<file path="src/rtl/spi_config_framer_pkg.sv">
// Shared types and constants for the SPI configuration framer.
// CFG_CHECKSUM_EN (optional) adds a trailing XOR checksum byte to every frame.
package cfg_framer_pkg;

  typedef enum logic [1:0] {
    IDLE    = 2'd0,
    COLLECT = 2'd1,
    FULL    = 2'd2,
    OVER    = 2'd3
  } state_e;

  localparam logic [31:0] CFG_RESET_DEFAULT = 32'hBBFC_0000;
  localparam int          FRAME_BYTES       = 4;
  localparam int          CNT_W             = 3;

endpackage

</file>
<file path="src/rtl/spi_config_framer_xor.sv">
// Running XOR of the bytes in one chip-select frame, cleared when a new frame opens.
// Only instantiated when CFG_CHECKSUM_EN is defined.
module cfg_xor_accum (
  input  logic       clk,
  input  logic       rst_n,
  input  logic       clear_i,
  input  logic       en_i,
  input  logic [7:0] data_i,
  output logic [7:0] acc_o
);

  logic [7:0] acc_q, acc_d;

  always_comb begin
    acc_d = acc_q;
    if (clear_i) begin
      acc_d = 8'h00;
    end else if (en_i) begin
      acc_d = acc_q ^ data_i;
    end
  end

  always_ff @(posedge clk or negedge rst_n) begin
    if (!rst_n) begin
      acc_q <= 8'h00;
    end else begin
      acc_q <= acc_d;
    end
  end

  assign acc_o = acc_q;

endmodule

</file>
<file path="src/rtl/spi_config_framer.sv">
// Assembles SPI bytes into a 32-bit config word, shadows it, and commits at frame_start.
// Optional macro CFG_CHECKSUM_EN: frames carry a fifth XOR checksum byte.
module spi_config_framer #(
  parameter logic [31:0] CFG_RESET   = cfg_framer_pkg::CFG_RESET_DEFAULT,
  parameter int          FRAME_BYTES = cfg_framer_pkg::FRAME_BYTES
) (
  input  logic        clk,
  input  logic        rst_n,
  input  logic        ss,
  input  logic        byte_valid,
  input  logic [7:0]  byte_data,
  input  logic        frame_start,
  output logic [31:0] config_out,
  output logic        config_pending,
  output logic        frame_error,
  output logic [7:0]  commit_count
);

  import cfg_framer_pkg::*;

`ifdef CFG_CHECKSUM_EN
  localparam int TOTAL_BYTES = FRAME_BYTES + 1;
`else
  localparam int TOTAL_BYTES = FRAME_BYTES;
`endif
  localparam logic [CNT_W-1:0] LAST_IDX = CNT_W'(TOTAL_BYTES - 1);

  state_e            state_q, state_d;
  logic [CNT_W-1:0]  cnt_q, cnt_d;
  logic [31:0]       asm_q, asm_d;
  logic [31:0]       shadow_q, shadow_d;
  logic [31:0]       config_q, config_d;
  logic              pending_q, pending_d;
  logic              error_q, error_d;
  logic [7:0]        commits_q, commits_d;

  logic              start_frame;
  logic              take_byte;
  logic              shift_byte;
  logic              frame_ok;
  logic              load_shadow;
  logic              reject;
  logic              commit;

`ifdef CFG_CHECKSUM_EN
  logic [7:0] xor_acc;

  cfg_xor_accum u_xor_accum (
    .clk     (clk),
    .rst_n   (rst_n),
    .clear_i (start_frame),
    .en_i    (take_byte),
    .data_i  (byte_data),
    .acc_o   (xor_acc)
  );

  // XOR over payload plus checksum byte is zero exactly when the checksum matches.
  assign frame_ok   = (xor_acc == 8'h00);
  assign shift_byte = take_byte && (cnt_q < CNT_W'(FRAME_BYTES));
`else
  assign frame_ok   = 1'b1;
  assign shift_byte = take_byte;
`endif

  always_ff @(posedge clk or negedge rst_n) begin
    if (!rst_n) begin
      state_q <= IDLE;
    end else begin
      state_q <= state_d;
    end
  end

  // ss has priority over byte_valid in every state.
  always_comb begin
    state_d = state_q;
    case (state_q)
      IDLE:    if (!ss) state_d = COLLECT;
      COLLECT: begin
        if (ss) begin
          state_d = IDLE;
        end else if (byte_valid && (cnt_q == LAST_IDX)) begin
          state_d = FULL;
        end
      end
      FULL: begin
        if (ss) begin
          state_d = IDLE;
        end else if (byte_valid) begin
          state_d = OVER;
        end
      end
      OVER:    if (ss) state_d = IDLE;
      default: state_d = IDLE;
    endcase
  end

  always_comb begin
    start_frame = 1'b0;
    take_byte   = 1'b0;
    load_shadow = 1'b0;
    reject      = 1'b0;
    case (state_q)
      IDLE:    start_frame = !ss;
      COLLECT: begin
        take_byte = !ss && byte_valid;
        reject    = ss;
      end
      FULL: begin
        load_shadow = ss && frame_ok;
        reject      = ss && !frame_ok;
      end
      OVER:    reject = ss;
      default: ;
    endcase
  end

  // Commit sees the pre-load shadow, so a word landing this cycle waits for the next strobe.
  always_comb begin
    commit    = frame_start && pending_q;
    cnt_d     = cnt_q;
    asm_d     = asm_q;
    if (start_frame) begin
      cnt_d = '0;
      asm_d = '0;
    end else if (take_byte) begin
      cnt_d = cnt_q + 1'b1;
      if (shift_byte) begin
        asm_d = {asm_q[23:0], byte_data};
      end
    end
    shadow_d  = load_shadow ? asm_q : shadow_q;
    config_d  = commit ? shadow_q : config_q;
    commits_d = commits_q + {7'd0, commit};
    if (load_shadow) begin
      pending_d = 1'b1;
    end else if (commit) begin
      pending_d = 1'b0;
    end else begin
      pending_d = pending_q;
    end
    error_d   = reject;
  end

  always_ff @(posedge clk or negedge rst_n) begin
    if (!rst_n) begin
      cnt_q     <= '0;
      asm_q     <= '0;
      shadow_q  <= CFG_RESET;
      config_q  <= CFG_RESET;
      pending_q <= 1'b0;
      error_q   <= 1'b0;
      commits_q <= 8'd0;
    end else begin
      cnt_q     <= cnt_d;
      asm_q     <= asm_d;
      shadow_q  <= shadow_d;
      config_q  <= config_d;
      pending_q <= pending_d;
      error_q   <= error_d;
      commits_q <= commits_d;
    end
  end

  assign config_out     = config_q;
  assign config_pending = pending_q;
  assign frame_error    = error_q;
  assign commit_count   = commits_q;

endmodule
</file>
<file path="config.mk">
export PLATFORM = sky130hd
export DESIGN_NAME = spi_config_framer
export DESIGN_NICKNAME = d
export VERILOG_FILES = /design/src/rtl/spi_config_framer_pkg.sv /design/src/rtl/spi_config_framer_xor.sv /design/src/rtl/spi_config_framer.sv
export SDC_FILE = /design/constraint.sdc
export NUM_CORES = 1
export LEC_CHECK = 0
export BUFFER_PORTS_ARGS = -buffer_cell sky130_fd_sc_hd__buf_2
export CAP_MARGIN = 20
export CORE_AREA = 2 2 96 98
export DETAILED_ROUTE_END_ITERATION = 16
export DIE_AREA = 0 0 98 100
export GPL_ROUTABILITY_DRIVEN = 0
export PLACE_DENSITY = 0.66
export SLEW_MARGIN = 10
export SYNTH_ARGS = -nofsm -noshare
export SYNTH_HDL_FRONTEND = slang
export SYNTH_HIERARCHICAL = 1
export SYNTH_SLANG_ARGS = --single-unit
</file>
<file path="constraint.sdc">
create_clock -name clk -period 1.77 [get_ports clk]
set_input_delay 0.4425 -clock clk [delete_from_list [all_inputs] [get_ports clk]]
set_output_delay 0.4425 -clock clk [all_outputs]
set_load 0.03 [all_outputs]
</file>
* After elaboration in Yosys (flattened, before gate mapping) *
Cells that the tools add are included.

word-level totals
  register bits after elaboration = 111
  latch bits = 0
  bits in writable memories = 0
  ROM bits = 0
  output and inout port bits = 42
  memories kept = 0

operators by class
  add/sub/neg operators = 2
  multipliers = 0
  divide/modulo/power cells = 0
  magnitude comparators = 0
  eq/ne operators = 8
  shift operators = 0
  multiplexer cells = 17
  bitwise operators = 0
  reductions and logical operators = 9

operators with widths
  operator                                                               count
  32-bit two-way mux                                                     2
  2-bit two-way mux                                                      6
  8-bit by 1-bit adder with 8-bit output                                 1
  2-bit case mux with 4 select lines                                     1
  1-bit two-way mux                                                      6
  3-bit two-way mux                                                      2
  3-bit inequality test, second input constant                           2
  2-bit equality test, second input constant                             2
  2-bit inequality test, second input constant                           2
  4-bit AND reduction                                                    1
  2-bit nonzero test                                                     2
  3-bit by 1-bit adder with 3-bit output, second input constant          1
  3-bit by 2-bit equality test with 1-bit output, second input constant  1
  1-bit logical AND                                                      3
  2-bit by 1-bit equality test with 1-bit output, second input constant  1
  2-bit logical NOT                                                      1
  2-bit OR reduction                                                     1
  1-bit logical NOT                                                      1

* Logic depth before layout (Yosys ltp) *
Gate-level depths: netlist (run 1).

  depth after elaboration = 5
  gate-level depth with buffers = 7

* Least setup slack after synthesis (run 1) *
No wires, ideal clock.

  kind = register to register
  start = register pending_q (netlist: config_pending)
  end = register commits_q[4] (netlist: commit_count[4])
  data arrival time = 1561 ps
  path slack = 76 ps
  stages on the path, launching flop included = 8
  path buffers = 1
  clock period less this slack = 1694 ps
  cell sequence = dfrtp_1 -> nand2_1 -> buf_2 -> inv_1 -> ha_1 -> ha_1 -> nand3_1 -> xnor2_1

on the way
  word-level cells in the longest chain between the ends = 2

ends and longest elaborated chain
  item                                    RTL line                  RTL
  start: declaration                      spi_config_framer.sv:33   logic pending_q, pending_d;
  start signal: assignment                spi_config_framer.sv:158  pending_q <= pending_d;
  1-bit logical AND                       spi_config_framer.sv:119  commit = frame_start && pending_q;
  net commit                              spi_config_framer.sv:43   logic commit;
  8-bit by 1-bit adder with 8-bit output  spi_config_framer.sv:133  commits_d = commits_q + {7'd0, commit};
  net commits_d[4]                        spi_config_framer.sv:35   logic [7:0] commits_q, commits_d;
  end signal: assignment                  spi_config_framer.sv:160  commits_q <= commits_d;
  end: declaration                        spi_config_framer.sv:35

The timed path passes the listed nets, and every way through them passes these cells.
A chain may end at the register's enable or synchronous reset.

* Worst setup path after layout (run 1) *
  start = register config_q[24] (netlist: config_out[24])
  end = output config_out[24]

RTL lines
  item                      RTL line                  RTL
  start: declaration        spi_config_framer.sv:32   logic [31:0] config_q, config_d;
  start signal: assignment  spi_config_framer.sv:157  config_q <= config_d;
  end: declaration          spi_config_framer.sv:13   output logic [31:0] config_out,

No word-level cell between the ends.

==> out/metrics.csv, run 1 <==
stage;metric;value;unit
final_layout;n_diodes;0;
clocking;CTS Sinks;111;
timing;crit path time final;1550;ps
clocking;CTS max path bufs;2;
critical_path;Crit. End Element;output pin;
placement;IO buf count;54;
die;Die Width;98;um
critical_path;crit-path cells;buf_2;
synth;synth top area cells;dfrtp_1 52%, mux2_2 18%, dfstp_2 15%;
global_route;antenna violations before repair;0;
synth;Netlist cell types;20;
drt;vias per cell;5.22;
critical_path;crit-path leading delay family;flip-flops;
power;maximum vdd drop;397;uV
drt;DRT iter0 DRCs;129;
placement;dpl hpwl;4.81;mm
placement;Placement Setup Slack;144;ps
run;# Max-Cap Violations;0;
drt;Vias;2274;
critical_path;CP arrival;1110;ps
timing;slew margin rel.;0.618;
critical_path;WP buf/inv;1;
die;# rows;35;
timing;Final WS setup;217;ps
critical_path;Startpoint Class;flop;
final_layout;layout overhead on the synthesized area;15.3;%
timing;Fmax;0.644;GHz
synth;Synth Register Bits;111;
die;Initial Util;0.468;
placement;Post-DP Area;4610;um2
die;Die Height;100;um
synth;Mapped Avg Cell Area;16.1;um2
synth;Mapped Nets;275;
timing;Final TNS setup;0;ps
critical_path;Worst Path Required;1330;ps
critical_path;Crit Path Category;flop to output pin;
drt;WL/cell;15.9;um
synth;Cells after Synth;258;
power;power per cell area;878;nW/um2
critical_path;crit path max fanout;2;
global_route;largest net degree at the start of global routing;34;
critical_path;delay of the slowest critical-path stage;560;ps
synth;sequential share of the synthesized area;0.675;
global_route;number of global-route vias before repair;2346;
synth;Post-synth EDFFs;0;
final_layout;Final Instance Area;4790;um2
timing;RSZ-0062 raised after global routing;no;
status;status;finished, final reports clean;
die;die area;9800;um2
critical_path;CP max stage cell;dfstp_2;
power;LEAKAGE;0.00250;uW
clocking;worst skew pair latency;360;ps
clocking;Num CTS Buffers;9;
synth;post-synth top area cell;dfrtp_1;
timing;slew at the pin with the worst max-slew slack;573;ps
synth;post-synth top area share;0.524;
die;core area;8890;um2
synth;Post-synth top cells;87 x dfrtp_1, 65 x mux2_2, 34 x a22o_1, 24 x dfstp_2, 9 x buf_2;
timing;Finish-stage setup viols;0;
clocking;Worst-path clk slew;110;ps
timing;max-slew violations;0;
synth;ys flop type;dfrtp_1;
synth;Post-synth ARST share;1.00;
die;# IOs;55;
clocking;clock root buffer;clkbuf_8;
timing;crit share post-route;0.877;
final_layout;Post-layout nets;337;
timing;Fin. Hold Viols;0;
global_route;first-pass GRT wire length;11.8;mm
global_route;final global-route overflow total;0;
synth;Syn Std Cell Area;4160;um2
synth;count leader, synth;dfrtp_1;
global_route;total track usage;0.152;
drt;post-route ant nets;0;
min_path;HP Class;primary input to flop;
synth;YS warnings;6;
final_layout;fraction of layout cells with a size suffix above 1;0.520;
timing;Final Skew;9.45;ps
clocking;CTS tree;done;
clocking;post-cts sizing count;0;
drt;DRT Pass-1 Iters;4;
drt;DRT Wirelength;6.94;mm
clocking;H-tree levels;3;
drt;Residual DRC;0;
-- worst register-to-register path: cells and delay by family, from the launching register on --
family	cells	cell delay, ps
AO/OA/AOI/OAI	1	170
buffers and inverters	1	230
flip-flops	1	420
AND/OR/NAND/NOR	2	620
-- path summary, 6_finish.rpt --
path	from	endpoint	slack [ps]	depth (start not counted)
min in group asynchronous	rst_n	commit_count[7]$_DFF_PN0_	520	2
setup / recovery	config_out[24]$_DFFE_PN1P_	config_out[24]	220	1
hold / removal	frame_start	config_pending$_DFFE_PN0P_	270	2
hold reg to reg	commit_count[7]$_DFF_PN0_	commit_count[7]$_DFF_PN0_	470	1
max in group asynchronous	rst_n	config_out[19]$_DFFE_PN1P_	690	3
setup reg to reg	state_q[1]$_DFFE_PN0P_	asm_q[7]$_DFFE_PN0P_	270	4
-- cell families (layout without fill, tap and decap cells) --
logic type,after synthesis,in the layout,synth area share
DFF,111,111,0.675
muxes,65,65,0.176
AOI/OAI and AO/OA,37,37,0.0761
buffers and inverters,19,86,0.0271
and+or+nand+nor,16,16,0.0208
xor gates and xnor gates,6,6,0.0126
adders and majority gates,4,4,0.0120
-- registers in the layout, summed over array words and instances (netlist names) --
register,count
shadow_q,32
config_out,32
commit_count,8
state_q,2
config_pending,1
cnt_q,3
frame_error,1
asm_q,32
-- report_power, final --
| part | leakage, uW | total, uW | internal, uW | switching [uW] |
|---|---|---|---|---|
| Combinational | 0.000969 | 223 | 85.8 | 138 |
| Clock | 0.0000789 | 1340 | 518 | 825 |
| Sequential | 0.00145 | 2640 | 2590 | 45.9 |
-- layout make-up --
cell class                 instances  area (um2)
clock buffer                      10         128
multi-input combinational        128        1240
clock inverter                     6        45.0
sequential                       111        2810
inverter                           6        22.5
timing repair buffer              64         413
fill                             740        4100
tap                              111         139
-- metal layers --
| layer | global-route usage | vias up | share of wire |
|---|---|---|---|
| li1 | - | 1054 | - |
| met1 | 0.223 | 1159 | 0.49 |
| met2 | 0.219 | 51 | 0.44 |
| met3 | 0.0376 | 10 | 0.052 |
| met4 | 0.0609 | 0 | 0.016 |
| met5 | 0 | - | 0 |
-- stage by stage --
stage | utilization | instances | hold slack, ps | power [uW]
2_1_floorplan | - | 258 | 147 | 2790
3_3_place_gp | 0.519 | 419 | 378 | 2910
3_5_place_dp | 0.519 | 419 | 381 | 2920
4_1_cts | 0.539 | 436 | 253 | 4260
5_1_grt | 0.539 | 436 | 266 | 4400
6_report | 0.539 | 436 | 269 | 4210
-- cells in the final DEF, fill, tap and decap left out, types with 2 or more instances in the layout --
cell | Yosys | layout
inv_1 | 6 | 6
clkinvlp_4 | 0 | 3
buf_4 | 0 | 5
mux2_2 | 65 | 65
nand3_1 | 6 | 6
dfstp_2 | 24 | 24
and3_1 | 3 | 3
nor2_1 | 2 | 2
nor3_1 | 2 | 2
ha_1 | 4 | 4
clkbuf_8 | 0 | 9
buf_12 | 0 | 5
xnor2_1 | 5 | 5
a22o_1 | 34 | 34
dfrtp_1 | 87 | 87
buf_2 | 9 | 53
-- repair_timing --
item                      4_1_cts  5_1_grt
buffers inserted                0        0
hold endpoints to repair       17        0
hold buffers                    1        0
(Power assumes the default switching activity.)
==> run 2: changes to the inputs <==
--- a/config.mk
+++ b/config.mk
@@ -12,6 +12,7 @@
 export DIE_AREA = 0 0 98 100
 export GPL_ROUTABILITY_DRIVEN = 0
 export PLACE_DENSITY = 0.66
+export RECOVER_POWER = 100
 export SLEW_MARGIN = 10
 export SYNTH_ARGS = -nofsm -noshare
 export SYNTH_HDL_FRONTEND = slang
==> run 2 against run 1 <==
Count of clock-buffer cells in the layout unchanged. Sequential share of layout area rose by 0.84 points. Via count up 0.18%. Core utilization decreased by 0.76 points. Setup slack got worse by 99 ps. Sequential power about the same. Sequential cell count is the same. Total power down 0.11%. Largest power group unchanged. Highest routed layer unchanged.
==> out/metrics.csv, run 2 (synthesized netlist as in run 1, its figures left out) <==
stage;metric;value;unit;change
critical_path;delay of the slowest critical-path stage;540;ps;-20 ps
timing;Finish-stage setup viols;0;;unchanged
die;# rows;35;;unchanged
final_layout;Final Non-Filler Cells;436;;unchanged
critical_path;crit-path leading delay family;flip-flops;;
placement;Post-DP Area;4610;um2;unchanged
power;power per cell area;889;nW/um2;+1.3%
drt;DRT Pass-1 Iters;4;;unchanged
critical_path;Crit Path Category;flop to output pin;;
power;Sw Pwr;1010;uW;+0.17%
clocking;Num CTS Buffers;9;;unchanged
timing;crit share post-route;0.934;;+0.0561
min_path;hold path depth;2;;unchanged
final_layout;n_diodes;0;;unchanged
clocking;CTS tree;done;;
critical_path;crit-path cells;clkbuf_1;;
global_route;largest net degree at the start of global routing;34;;unchanged
placement;dpl hpwl;4.81;mm;unchanged
placement;IO buf count;54;;unchanged
critical_path;CP arrival;1210;ps;+100 ps
final_layout;layout overhead on the synthesized area;13.6;%;
critical_path;WP buf/inv;1;;unchanged
min_path;HP Class;primary input to flop;;
clocking;CTS Sinks;111;;unchanged
critical_path;Worst R2R End;asm_q[7]$_DFFE_PN0P_;;
critical_path;Startpoint Class;flop;;
global_route;first-pass GRT wire length;11.8;mm;unchanged
drt;WL/cell;15.9;um;-0.20%
timing;Final WS setup;118;ps;-99.3 ps
clocking;worst skew pair latency;360;ps;about the same
die;core area;8890;um2;unchanged
timing;max-slew violations;0;;unchanged
final_layout;most frequent cells in the layout;87 x dfrtp_1, 65 x mux2_2, 41 x clkbuf_1;;
critical_path;Worst Path Required;1330;ps;about the same
die;Initial Util;0.468;;unchanged
critical_path;Worst R2R Setup Slack;280;ps;about the same
timing;Final Skew;9.32;ps;-0.132 ps
die;# IOs;55;;unchanged
critical_path;FF-to-FF Start;state_q[1]$_DFFE_PN0P_;;
clocking;Post-CTS Setup Inserts;0;;unchanged
drt;Vias;2278;;+0.18%
drt;DRT Wirelength;6.93;mm;-0.20%
critical_path;worst-case reg-to-reg path depth;4;;unchanged
timing;Final TNS setup;0;ps;unchanged
global_route;final global-route overflow total;0;;unchanged
placement;Placement Setup Slack;144;ps;unchanged
timing;RSZ-0062 raised after global routing;no;;
global_route;antenna violations before repair;0;;unchanged
drt;Residual DRC;0;;unchanged
min_path;WHS Endpoint;config_pending$_DFFE_PN0P_;;
critical_path;Crit. End Element;output pin;;
critical_path;crit path max fanout;2;;unchanged
power;maximum vdd drop;400;uV;+0.79%
power;Gate power share;0.052;;about the same
clocking;Worst-path clk slew;100;ps;about the same
placement;Post-Place Cells;419;;unchanged
timing;Fmax;0.605;GHz;-6.0%
clocking;CTS max path bufs;2;;unchanged
status;status;finished, final reports clean;;
timing;crit path time final;1650;ps;+99.3 ps
power;switching share of power;0.240;;+0.000675
drt;vias per cell;5.22;;+0.18%
power;internal power;3190;uW;-0.20%
timing;slew at the pin with the worst max-slew slack;683;ps;+109 ps
power;LEAKAGE;0.00232;uW;-7.2%
clocking;H-tree levels;3;;unchanged
drt;post-route ant nets;0;;unchanged
global_route;total track usage;0.152;;unchanged
critical_path;CP max stage cell;dfstp_2;;
die;Die Width;98;um;unchanged
die;Die Height;100;um;unchanged
final_layout;FILL cells;763;;+3.1%
global_route;number of global-route vias before repair;2346;;unchanged
timing;Fin. Hold Viols;0;;unchanged
min_path;Hold Crit Start;frame_start;;
die;die area;9800;um2;unchanged
run;# Max-Cap Violations;0;;unchanged
clocking;clock root buffer;clkbuf_8;;
power;Clk pwr share;0.320;;about the same
final_layout;Final Instance Area;4720;um2;-1.4%
final_layout;Post-layout nets;337;;unchanged
final_layout;fraction of layout cells with a size suffix above 1;0.394;;-0.126
timing;slew margin rel.;0.545;;-0.0728
drt;DRT iter0 DRCs;135;;+4.7%
final_layout;commonest non-fill, non-tap cell in the layout;dfrtp_1;;
power;sequential share of power;0.629;;about the same
run 2: layout make-up:
cell class              count  area, um2  share of cell area
multi-input cells         128       1230               0.261
clock inverters             6       45.0             0.00953
flip-flops and latches    111       2810               0.594
inverters                   6       22.5             0.00477
well taps                 111        139              0.0294
repair buffers             64        350              0.0742
clock buffers              10        128              0.0270
run 2: power groups by stage:
stage / clock network (uW) / logic (uW) / registers (uW)
after floorplan: 0 / 85.2 / 2700
after global placement: 0 / 220 / 2690
after detailed placement: 0 / 228 / 2690
after CTS: 1390 / 231 / 2640
after global routing: 1490 / 244 / 2650
final: 1340 / 217 / 2640
run 2: worst max path at each step:
stage                                    start                   endpoint  slack [ps]  cells after the start
floorplan           config_pending$_DFFE_PN0P_  commit_count[4]$_DFF_PN0_          80                      7
global placement                            ss      asm_q[29]$_DFFE_PN0P_         190                      5
detailed placement                          ss       cnt_q[1]$_DFFE_PN0P_         140                      5
CTS                 config_out[24]$_DFFE_PN1P_             config_out[24]         200                      1
global route        config_out[18]$_DFFE_PN1P_             config_out[18]          60                      1
finish              config_out[29]$_DFFE_PN1P_             config_out[29]         120                      1
run 2: per-layer routing:
layer	track usage	share of wire	up-vias
met5	0	0	-
met4	0.0609	0.016	0
met3	0.0376	0.055	10
met2	0.219	0.44	52
met1	0.223	0.49	1164
li1	-	-	1052
run 2: stage by stage:
| step | hold WS, ps | utilization | total power [uW] |
|---|---|---|---|
| after floorplan | 147 | - | 2790 |
| after global placement | 378 | 0.519 | 2910 |
| after detailed placement | 381 | 0.519 | 2920 |
| after CTS | 253 | 0.539 | 4260 |
| after global routing | 266 | 0.531 | 4390 |
| final | 268 | 0.531 | 4200 |
run 2: timing repair:
item | CTS | global route
hold buffers | 1 | 0
gates resized for setup | 0 | 0
hold endpoints to repair | 17 | 0
==> run 3: changes to the inputs <==
--- a/config.mk
+++ b/config.mk
@@ -11,7 +11,7 @@
 export DETAILED_ROUTE_END_ITERATION = 16
 export DIE_AREA = 0 0 98 100
 export GPL_ROUTABILITY_DRIVEN = 0
-export PLACE_DENSITY = 0.66
+export PLACE_DENSITY = 0.78
 export RECOVER_POWER = 100
 export SLEW_MARGIN = 10
 export SYNTH_ARGS = -nofsm -noshare
==> run 3 against run 2 <==
Global-route usage about the same. Routed wire length is 1.3% higher. Total power increased by 4.1%. Cell area up 0.24%. Critical path depth stayed put. Clock skew is 1.4 ps higher. Sequential power barely moved. Combinational power shrank 3%. Critical path type unchanged. Critical endpoint is now config_out[21].
==> out/metrics.csv, run 3 (synthesized netlist as in run 1, its figures left out) <==
stage;metric;value;unit;change
critical_path;WP buf/inv;1;;unchanged
global_route;met3 Use GR;0.0460;;+0.00836
critical_path;Critical Path End;config_out[21];;
die;# rows;35;;unchanged
global_route;met1 Usage GRT;0.211;;-0.0124
die;die area;9800;um2;unchanged
drt;vias per cell;5.29;;+1.2%
clocking;CTS max path bufs;2;;unchanged
clocking;CTS Sinks;111;;unchanged
timing;Final TNS setup;0;ps;unchanged
global_route;busiest grt layer;met2;;
global_route;final global-route overflow total;0;;unchanged
die;core area;8890;um2;unchanged
critical_path;crit-path leading delay family;flip-flops;;
die;Initial Util;0.468;;unchanged
power;Clk pwr share;0.349;;+0.029
timing;Final Skew;10.7;ps;+1.41 ps
global_route;total track usage;0.152;;about the same
final_layout;FILL cells;747;;-2.1%
status;status;finished, final reports clean;;
die;Die Width;98;um;unchanged
clocking;post-cts sizing count;0;;unchanged
final_layout;layout overhead on the synthesized area;13.9;%;
drt;post-route ant nets;0;;unchanged
min_path;HP Class;primary input to flop;;
global_route;GRT met2 Usage;0.236;;+0.0169
drt;DRT iter0 DRCs;128;;-5.2%
critical_path;Worst Path Required;1330;ps;about the same
power;sequential share of power;0.603;;-0.026
critical_path;Startpoint Class;flop;;
drt;Residual DRC;0;;unchanged
timing;Final WS setup;115;ps;-3.15 ps
die;# IOs;55;;unchanged
timing;RSZ-0062 raised after global routing;no;;
placement;dpl hpwl;4.77;mm;-0.90%
final_layout;fraction of layout cells with a size suffix above 1;0.407;;+0.0136
critical_path;worst-case reg-to-reg path depth;3;;-1
power;Sw Pwr;976;uW;-3.4%
final_layout;n_diodes;0;;unchanged
timing;max-slew violations;0;;unchanged
critical_path;Worst R2R End;config_out[2]$_DFFE_PN0P_;;
critical_path;Critical Path Source;config_out[21]$_DFFE_PN1P_;;
global_route;first-pass GRT wire length;11.8;mm;-0.64%
power;power per cell area;924;nW/um2;+3.9%
critical_path;crit path max fanout;2;;unchanged
timing;slew margin rel.;0.540;;-0.00510
global_route;antenna violations before repair;0;;unchanged
power;internal power;3400;uW;+6.5%
power;switching share of power;0.223;;-0.0173
timing;crit path time final;1660;ps;+3.15 ps
critical_path;CP max stage cell;dfstp_2;;
timing;Fmax;0.604;GHz;-0.19%
critical_path;Crit. End Element;output pin;;
die;Die Height;100;um;unchanged
power;Gate power share;0.048;;-0.004
critical_path;CP arrival;1210;ps;about the same
timing;slew at the pin with the worst max-slew slack;690;ps;+7.66 ps
timing;crit share post-route;0.935;;+0.00178
global_route;largest net degree at the start of global routing;43;;+26%
critical_path;Worst path depth;1;;unchanged
clocking;Num CTS Buffers;9;;unchanged
clocking;CTS tree;done;;
clocking;clock root buffer;clkbuf_8;;
run;# Max-Cap Violations;0;;unchanged
placement;IO buf count;54;;unchanged
clocking;Worst-path clk slew;100;ps;about the same
critical_path;Worst R2R Setup Slack;260;ps;-20 ps
timing;Fin. Hold Viols;0;;unchanged
critical_path;delay of the slowest critical-path stage;550;ps;about the same
clocking;worst skew pair latency;360;ps;about the same
final_layout;commonest non-fill, non-tap cell in the layout;dfrtp_1;;
global_route;number of global-route vias before repair;2278;;-2.9%
critical_path;crit-path cells;clkbuf_1;;
placement;Placement Setup Slack;209;ps;+64.7 ps
power;maximum vdd drop;618;uV;+54%
drt;WL/cell;16.1;um;+1.5%
final_layout;Post-layout nets;336;;-0.30%
final_layout;most frequent cells in the layout;87 x dfrtp_1, 65 x mux2_2, 36 x clkbuf_1;;
drt;Vias;2299;;+0.92%
critical_path;Crit Path Category;flop to output pin;;
drt;DRT Pass-1 Iters;4;;unchanged
critical_path;FF-to-FF Start;config_pending$_DFFE_PN0P_;;
timing;Finish-stage setup viols;0;;unchanged
power;LEAKAGE;0.00236;uW;+1.7%
drt;DRT Wirelength;7.02;mm;+1.3%
clocking;H-tree levels;3;;unchanged
clocking;Post-CTS Setup Inserts;0;;unchanged
## run 3: routing by layer
metal,part of all wire,vias up,wire [um]
met4,0.010,0,70
met3,0.052,7,367
met2,0.47,52,3280
met1,0.47,1186,3300
met5,0,-,0
li1,-,1054,-
## run 3: how the worst min path moves through the flow
stage	startpoint	end	slack, ps	cells past startpoint
after global placement	rst_n	commit_count[7]$_DFF_PN0_	380	1
final	frame_start	config_pending$_DFFE_PN0P_	260	2
after detailed placement	rst_n	commit_count[7]$_DFF_PN0_	380	1
after global routing	frame_start	config_pending$_DFFE_PN0P_	270	2
after CTS	frame_start	config_pending$_DFFE_PN0P_	260	2
after floorplan	rst_n	asm_q[0]$_DFFE_PN0P_	150	0
## run 3: final cells by class
type,count,area [um2],share of cell area
Tap cell,111,139,0.0293
Clock inverter,5,53.8,0.0114
Timing Repair Buffer,63,329,0.0695
Multi-Input combinational cell,128,1230,0.260
Sequential cell,111,2810,0.593
Clock buffer,11,151,0.0320
Inverter,6,22.5,0.00476
## run 3: timing repair
| item | 4_1_cts | 5_1_grt |
|---|---|---|
| endpoints found under the setup margin | 0 | 0 |
| hold endpoints to repair | 13 | 0 |
| hold buffers | 1 | 0 |
## run 3: through the flow
stage          cell area, um2  cells  power [uW]  hold slack (ps)  utilization
2_1_floorplan            4160    258        2790              147            -
3_3_place_gp             4590    418        2900              376        0.516
3_5_place_dp             4590    418        2910              382        0.516
4_1_cts                  4800    435        4430              259        0.540
5_1_grt                  4740    435        4570              272        0.533
6_report                 4740    435        4370              265        0.533
## run 3: power by group through the flow
| stage | Sequential, uW | Clock [uW] | Combinational [uW] |
|---|---|---|---|
| global placement | 2690 | 0 | 213 |
| finish | 2640 | 1520 | 210 |
| floorplan | 2700 | 0 | 85.2 |
| CTS | 2640 | 1560 | 225 |
| global route | 2650 | 1680 | 239 |
| detailed placement | 2690 | 0 | 223 |
